===== src/rtl/regdump_scanner_if.sv =====
`default_nettype none
// ============================================================================
//  Module      : regdump_scanner_if
//  Description : Bundle of the scanner's control, register-file test port and
//                byte-stream handshake signals.
//  Revision    : 1.0 - initial release
// ============================================================================
interface regdump_scanner_if;
  logic        start;
  logic [4:0]  test_reg;
  logic [31:0] test_dat;
  logic [7:0]  out_byte;
  logic        out_valid;
  logic        out_ready;
  logic        busy;
  logic        done;

  // Scanner side: drives the register index and the byte stream.
  modport master (
    input  start, test_dat, out_ready,
    output test_reg, out_byte, out_valid, busy, done
  );

  // Environment side: register file, byte sink and controller.
  modport slave (
    output start, test_dat, out_ready,
    input  test_reg, out_byte, out_valid, busy, done
  );
endinterface
`default_nettype wire


===== src/rtl/regdump_scanner.sv =====
`default_nettype none
// ============================================================================
//  Module      : regdump_scanner
//  Description : Walks registers FIRST_REG..LAST_REG through the register
//                file test read port and streams each one as five bytes:
//                index byte, then the 32-bit value MSB first.
//  Revision    : 1.0 - initial release
// ============================================================================
module regdump_scanner #(
  parameter int FIRST_REG = 0,
  parameter int LAST_REG  = 31
) (
  input  logic              clk,
  input  logic              resetn,
  regdump_scanner_if.master bus
);

  localparam logic [1:0] c_st_idle = 2'd0;
  localparam logic [1:0] c_st_load = 2'd1;
  localparam logic [1:0] c_st_send = 2'd2;
  localparam logic [1:0] c_st_fin  = 2'd3;

  localparam logic [4:0] c_first    = 5'(FIRST_REG);
  localparam logic [4:0] c_last     = 5'(LAST_REG);
  localparam logic [2:0] c_last_bcnt = 3'd4;

  logic [1:0]  r_state;
  logic [4:0]  r_idx;
  logic [2:0]  r_bcnt;
  logic [31:0] r_hold;
  logic [7:0]  w_byte;

  // Sequencer: capture a register in LOAD, emit its five bytes in SEND,
  // advance to the next register or finish after the last byte.
  always_ff @(posedge clk) begin
    if (!resetn) begin
      r_state <= c_st_idle;
      r_idx   <= c_first;
      r_bcnt  <= 3'd0;
      r_hold  <= 32'd0;
    end else begin
      case (r_state)
        c_st_idle: begin
          if (bus.start) begin
            r_idx   <= c_first;
            r_state <= c_st_load;
          end
        end
        c_st_load: begin
          r_hold  <= bus.test_dat;
          r_bcnt  <= 3'd0;
          r_state <= c_st_send;
        end
        c_st_send: begin
          if (bus.out_ready) begin
            if (r_bcnt != c_last_bcnt) begin
              r_bcnt <= r_bcnt + 3'd1;
            end else if (r_idx < c_last) begin
              r_idx   <= r_idx + 5'd1;
              r_state <= c_st_load;
            end else begin
              r_state <= c_st_fin;
            end
          end
        end
        c_st_fin: begin
          r_state <= c_st_idle;
        end
        default: begin
          r_state <= c_st_idle;
        end
      endcase
    end
  end

  // Byte selection: index byte first, then held data MSB first; zero when idle.
  always_comb begin
    w_byte = 8'h00;
    if (r_state == c_st_send) begin
      case (r_bcnt)
        3'd0:    w_byte = {3'b000, r_idx};
        3'd1:    w_byte = r_hold[31:24];
        3'd2:    w_byte = r_hold[23:16];
        3'd3:    w_byte = r_hold[15:8];
        3'd4:    w_byte = r_hold[7:0];
        default: w_byte = 8'h00;
      endcase
    end
  end

  assign bus.test_reg  = r_idx;
  assign bus.out_byte  = w_byte;
  assign bus.out_valid = (r_state == c_st_send);
  assign bus.busy      = (r_state != c_st_idle);
  assign bus.done      = (r_state == c_st_fin);

endmodule
`default_nettype wire

===== src/flat_wrapper.sv =====
// flat-port wrapper written by rule: the top's interface ports become plain ports
module regdump_scanner_flat 
#(
  parameter int FIRST_REG = 0,
  parameter int LAST_REG  = 31
)
  (clk, resetn, bus_start, bus_test_dat, bus_out_ready, bus_test_reg, bus_out_byte, bus_out_valid, bus_busy, bus_done);
  regdump_scanner_if bus_i ();
  input  logic clk;
  input  logic resetn;
  input wire logic [$bits(bus_i.start)-1:0] bus_start;
  input wire logic [$bits(bus_i.test_dat)-1:0] bus_test_dat;
  input wire logic [$bits(bus_i.out_ready)-1:0] bus_out_ready;
  output wire logic [$bits(bus_i.test_reg)-1:0] bus_test_reg;
  output wire logic [$bits(bus_i.out_byte)-1:0] bus_out_byte;
  output wire logic [$bits(bus_i.out_valid)-1:0] bus_out_valid;
  output wire logic [$bits(bus_i.busy)-1:0] bus_busy;
  output wire logic [$bits(bus_i.done)-1:0] bus_done;
  assign bus_i.start = bus_start;
  assign bus_i.test_dat = bus_test_dat;
  assign bus_i.out_ready = bus_out_ready;
  assign bus_test_reg = bus_i.test_reg;
  assign bus_out_byte = bus_i.out_byte;
  assign bus_out_valid = bus_i.out_valid;
  assign bus_busy = bus_i.busy;
  assign bus_done = bus_i.done;
  regdump_scanner #(.FIRST_REG(FIRST_REG), .LAST_REG(LAST_REG)) u_core (.clk(clk), .resetn(resetn), .bus(bus_i));
endmodule

===== config.mk =====
export PLATFORM = sky130hd
export DESIGN_NAME = regdump_scanner_flat
export DESIGN_NICKNAME = d
export VERILOG_FILES = /design/src/rtl/regdump_scanner_if.sv /design/src/rtl/regdump_scanner.sv /design/src/flat_wrapper.sv
export SDC_FILE = /design/constraint.sdc
export NUM_CORES = 1
export LEC_CHECK = 0
export CAP_MARGIN = 10
export CORE_ASPECT_RATIO = 1.5
export CORE_MARGIN = 3
export CORE_UTILIZATION = 49
export DETAILED_ROUTE_END_ITERATION = 12
export PLACE_DENSITY = 0.87
export SLEW_MARGIN = 20
export SYNTH_ARGS = -nofsm -noshare
export SYNTH_HDL_FRONTEND = slang
export SYNTH_SLANG_ARGS = --single-unit

===== constraint.sdc =====
create_clock -name clk -period 2.5 [get_ports clk]
set_clock_uncertainty 0.15 [all_clocks]
set_input_delay 0.375 -clock clk [delete_from_list [all_inputs] [get_ports clk]]
set_output_delay 0.375 -clock clk [all_outputs]
set_load 0.01 [all_outputs]

==> out/results.tsv, run 1 <==
metric	value	unit
IO Pins	52	
crit end category	primary output	
final core occ	69.6	%
Power Density	489	nW/um^2
ANT cells	0	
Antenna Nets Post-Route	0	
DR vias	2185	
DRC viols	0	
CTS Root Cell	clkbuf_8	
most frequent cells in the layout	nand2_1 (76), clkdlybuf4s50_1 (43), dfxtp_1 (40), a21oi_1 (38), buf_4 (20)	
CTS tree	built	
Avg WL per Cell	16.0	um
status	finished, violations left	
Post-Synth Adder-Cell Area	3.59	%
xor/xnor share of the synthesized area	0	%
Syn Area/Cell	7.87	sq um
failing checks	negative setup slack	
max FFs per register	32	
die width	59.4	um
H-tree levels	2	
Seq cells post-synth	42	
clk buf depth	2	
Total Die Area	5110	sq um
RePlAce Congestion	0.938	
Tmin final	2510	ps
sequential area share after synthesis	40.2	%
Leak	0.999	nW
core area	4030	sq um
Worst-Margin Slew	508	ps
Worst VDD drop	0.614	mV
First-pass DRT Iterations	4	
relative slew slack	66.1	%
Hold/Removal Path Class	reg2reg	
Crit path arrival time	1980	ps
worst r2r dst	u_core.r_hold[2]	
fmax	0.399	GHz
min-delay src	u_core.r_hold[1]	
final hold vios	0	
unrepaired setup endpoints after global routing	true	
initial DRC count	166	
Tcrit/Tclk final	100	%
Clock Latency Late Sink	300	ps
die extent in y	86.1	um
Top FF cell, synth	dfxtp_1	
# hold bufs at CTS	0	
vias in the first global route	2137	
area share of the largest cell type after synthesis	40.2	%
initial antenna violation count	0	
Clock Pin Slew Worst Setup and Hold Paths	80	ps
GR Util All Layers	24.9	%
Final Power	1.37	mW
final hold slack	315	ps
max cap viols	0	
synth unique cells	43	
grt ovf	0	
Synthesized Nets	308	
post-synthesis compound-gate area fraction	25.2	%
Post-Synthesis Cells	266	
Layout Nets	364	
Num CTS Buffers	5	
worst-path maximum fanout	6	
Via density	5.94	
Final setup viols	1	
Initial Util	52.0	%
post-synth top area cell	dfxtp_1	
largest net degree at the start of global routing	33	
Netlist Area Pre-Place	2090	sq um
fin. max-slew vios	0	
Area growth syn-to-layout	34.0	%
CTS Sinks	42	
top post-synthesis cells by area	dfxtp_1 (40%), nand2_1 (14%), a21oi_1 (9.1%)	
Setup Crit Path Kind	reg2out	
critical path required time	1980	ps
Routed WL	5.89	mm
number of synthesized flops with an enable pin	0	
Reg2Reg Setup Slack	670	ps
layout cell share with drive strength beyond 1	13.9	%
Rows	28	
RR Startpoint	u_core.r_state[1]	
largest family of logic cells by synthesized area	compound AO/OA/AOI/OAI gates	
FF-to-FF path depth	5	
Worst Hold Path Cells	2	
synth warn	0	
Simple-Gate Fraction of Synth Area	23.5	%
type of origin of the critical path	register	
post-detail-place hpwl	4.23	mm
mux contribution to synthesized area	0	%
first-pass GRT wire length	9.62	mm
most common cell after layout, fill and taps aside	nand2_1	
Hold Path End	u_core.r_hold[1]	
setup ws final	-5.77	ps
Buffers on Ports	51	
asr flop ratio synth	0	%
==> cell type report <==
type,count,area [sq um]
inverters,7,26.3
clock buffers,6,82.6
clock inverters,2,12.5
flip-flops and latches,42,843
well taps,45,56.3
fillers,323,1220
multi-input cells,193,1100
repair buffers,73,679
==> worst max-delay path by stage <==
stage,from,end,slack [ps],depth (start not counted)
floorplan,u_core.r_bcnt[1],bus_out_byte[1],530,6
global placement,u_core.r_bcnt[0],bus_out_byte[6],50,6
detailed placement,u_core.r_bcnt[0],bus_out_byte[6],8,6
CTS,u_core.r_bcnt[0],bus_out_byte[6],7,7
global route,u_core.r_bcnt[0],bus_out_byte[5],-90,7
finish,u_core.r_bcnt[0],bus_out_byte[5],-6,7
==> timing repair <==
action,CTS,global route
buffers inserted,4,0
pin swaps,1,1
hold endpoints to repair,0,0
gates resized for setup,18,9
setup endpoints to repair,8,8
==> cells in the mapped netlist, types with 3 or more instances <==
cell / number
nand2_1: 76
dfxtp_1: 42
a21oi_1: 38
buf_2: 14
nand3_1: 11
a311oi_1: 8
a32oi_1: 6
clkbuf_1: 6
ha_1: 6
a22o_1: 4
inv_1: 4
nand4_1: 4
a22oi_1: 3
buf_6: 3
nand2b_1: 3
or3_1: 3
==> layer usage <==
layer	GRT usage (%)	vias up	part of all wire (%)
met3	4.52	25	5.6
met4	16.1	0	5.3
met1	27.5	1004	37
met2	42.3	107	52
li1	-	1049	-
met5	0	-	0
==> cell families after synthesis <==
group                      after synthesis
and+or+nand+nor                        110
DFF                                     42
AOI/OAI and AO/OA                       77
adders and majority gates                6
buffers and inverters                   31
==> stage by stage <==
| stage | TNS, ps | cell area (sq um) | worst slack, ps | cells |
|---|---|---|---|---|
| 3_5_place_dp | 0 | 2690 | 7.76 | 356 |
| 3_3_place_gp | 0 | 2690 | 53.1 | 356 |
| 2_1_floorplan | 0 | 2090 | 533 | 266 |
| 5_1_grt | -270 | 2810 | -90.7 | 368 |
| 4_1_cts | 0 | 2820 | 7.15 | 368 |
| 6_report | -5.77 | 2810 | -5.77 | 368 |
==> power by group <==
part	leakage [nW]	internal, mW	switching, mW	total [mW]
registers	0.342	0.698	0.0209	0.719
logic	0.610	0.102	0.0968	0.199
clock network	0.0472	0.222	0.231	0.453
total	0.999	1.02	0.349	1.37
==> worst max-delay path, cell delays in order, from the launching register on <==
cell and delay [ps]:
dfxtp_2 360, inv_1 70, ha_1 240, or3_4 350
a21oi_4 210, buf_4 150, a311oi_1 50, clkdlybuf4s15_1 260
(Power assumes the default switching activity.)
==> run 2, diff against run 1 <==
--- a/config.mk
+++ b/config.mk
@@ -9,6 +9,7 @@
 export CORE_ASPECT_RATIO = 1.5
 export CORE_MARGIN = 3
 export CORE_UTILIZATION = 49
+export CTS_CLUSTER_SIZE = 8
 export DETAILED_ROUTE_END_ITERATION = 12
 export PLACE_DENSITY = 0.87
 export SLEW_MARGIN = 20
==> constraint.sdc (replaced) <==
create_clock -name clk -period 2.6 [get_ports clk]
set_clock_uncertainty 0.15 [all_clocks]
set_input_delay 0.39 -clock clk [delete_from_list [all_inputs] [get_ports clk]]
set_output_delay 0.39 -clock clk [all_outputs]
set_load 0.01 [all_outputs]
==> run 2 against run 1 <==
Against the previous run: the flow now finishes without violations; core utilization is 0.53 points lower; cell area is 0.76% lower; first-iteration DRC count decreased by 13%; sequential share of layout area grew 0.23 points; setup slack better by 57 ps; cell count is 1.1% lower; die area unchanged; sequential power fell by 3.9%; worst hold slack improved by 1.7 ps; clock power is 13% higher; total power grew 1.1%; global-route usage decreased by 0.17 points.
==> out/results.tsv, run 2 (synthesis results as in run 1) <==
metric	value	unit
Setup Crit Path Kind	reg2out	
ANT cells	0	
first-pass GRT wire length	9.76	mm
max FFs per register	32	
DR vias	2126	
initial DRC count	145	
fmax	0.392	GHz
relative slew slack	67.1	%
clk buf depth	2	
Worst VDD drop	0.469	mV
Clk network pwr share	36.9	%
Num CTS Buffers	5	
Crit path arrival time	2010	ps
Routed WL	5.78	mm
Worst-Margin Slew	491	ps
crit end category	primary output	
type of origin of the critical path	register	
cell area after placement	2650	sq um
post-detail-place hpwl	4.21	mm
H-tree levels	2	
Clock Pin Slew Worst Setup and Hold Paths	80	ps
Leak	0.994	nW
max cap viols	0	
sw power	0.335	mW
Seq pwr share	49.9	%
Final setup viols	0	
CTS tree	built	
post-placement worst setup slack	82.8	ps
grt ovf	0	
IO Pins	52	
DRC viols	0	
Power Density	498	nW/um^2
Tmin final	2550	ps
die extent in y	86.1	um
Antenna Nets Post-Route	0	
Initial Util	52.0	%
RePlAce Congestion	0.889	
P_int	1.05	mW
most common cell after layout, fill and taps aside	nand2_1	
CTS Root Cell	clkbuf_8	
largest net degree at the start of global routing	36	
vias in the first global route	2132	
Buffers on Ports	51	
dpl cells	354	
initial antenna violation count	0	
First-pass DRT Iterations	5	
setup TNS	0	ps
Via density	5.84	
worst-path maximum fanout	6	
Sw Ratio	24.2	%
Comb power frac	13.3	%
Hold/Removal Path Class	reg2reg	
final instance area	2780	sq um
fin. max-slew vios	0	
CTS Sinks	42	
setup ws final	51.4	ps
Avg WL per Cell	15.9	um
Total Die Area	5110	sq um
status	finished clean	
# hold bufs at CTS	0	
Filler cells	325	
critical path required time	2060	ps
Layout Nets	360	
most frequent cells in the layout	nand2_1 (76), clkdlybuf4s50_1 (43), dfxtp_1 (40), a21oi_1 (38), buf_4 (18)	
fin cells	364	
GR Util All Layers	24.8	%
Final Power	1.39	mW
Tcrit/Tclk final	98.0	%
die width	59.4	um
core area	4030	sq um
Rows	28	
Clock Latency Late Sink	300	ps
layout cell share with drive strength beyond 1	11.6	%
final hold vios	0	
Area growth syn-to-layout	33.0	%
run 2: cell types whose count changed in the layout (fill, tap and decap cells not counted), sizes merged:
cell	delta
dlygate4sd2	+6
buf	-4
clkbuf	-4
clkinv	-1
bufinv	+1
clkdlybuf4s15	-2
run 2: area by class of cell:
class | instances | area, sq um | share of cell area, %
Timing Repair Buffer | 69 | 637 | 22.9
Multi-Input combinational cell | 193 | 1110 | 39.9
Clock buffer | 6 | 72.6 | 2.61
Sequential cell | 42 | 843 | 30.3
Tap cell | 45 | 56.3 | 2.02
Clock inverter | 2 | 37.5 | 1.35
Inverter | 7 | 26.3 | 0.944
run 2: power groups by stage:
stage	Sequential (mW)	Combinational [mW]	Clock [mW]
final	0.691	0.184	0.511
after global routing	0.693	0.204	0.540
after CTS	0.691	0.183	0.514
after detailed placement	0.705	0.180	0
after global placement	0.705	0.176	0
after floorplan	0.696	0.100	0
run 2: what timing repair did:
item,4_1_cts,5_1_grt
pin swaps,1,1
resized for setup,13,1
endpoints found under the setup margin,8,2
buffers inserted,1,1
run 2: worst max-delay path: stages, from the launching register on:
cell and delay (ps):
dfxtp_2 370, inv_1 80, ha_1 230, or3_4 350, a21oi_4 170, buf_4 160, a311oi_1 60, dlygate4sd2_1 300
run 2: stage by stage:
| stage | hold WS, ps | util, % |
|---|---|---|
| 3_5_place_dp | 306 | 65.8 |
| 4_1_cts | 318 | 68.8 |
| 5_1_grt | 333 | 69.1 |
| 2_1_floorplan | 286 | - |
| 6_report | 316 | 69.1 |
| 3_3_place_gp | 295 | 65.8 |
run 2: final timing paths:
check / start / end / slack [ps] / cells past startpoint
worst min register to register: u_core.r_hold[10] / u_core.r_hold[10] / 320 / 2
worst max register to register: u_core.r_bcnt[0] / u_core.r_bcnt[1] / 850 / 6
worst max-delay path: u_core.r_bcnt[0] / bus_out_byte[5] / 50 / 7
worst min-delay path: u_core.r_hold[10] / u_core.r_hold[10] / 320 / 2
run 2: metal layers:
layer	vias to the layer above	part of all wire, %	track usage (%)
met1	981	36	28.0
met3	18	6.1	3.77
met4	0	3.5	11.5
met2	86	54	43.9
li1	1041	-	-
met5	-	0	0
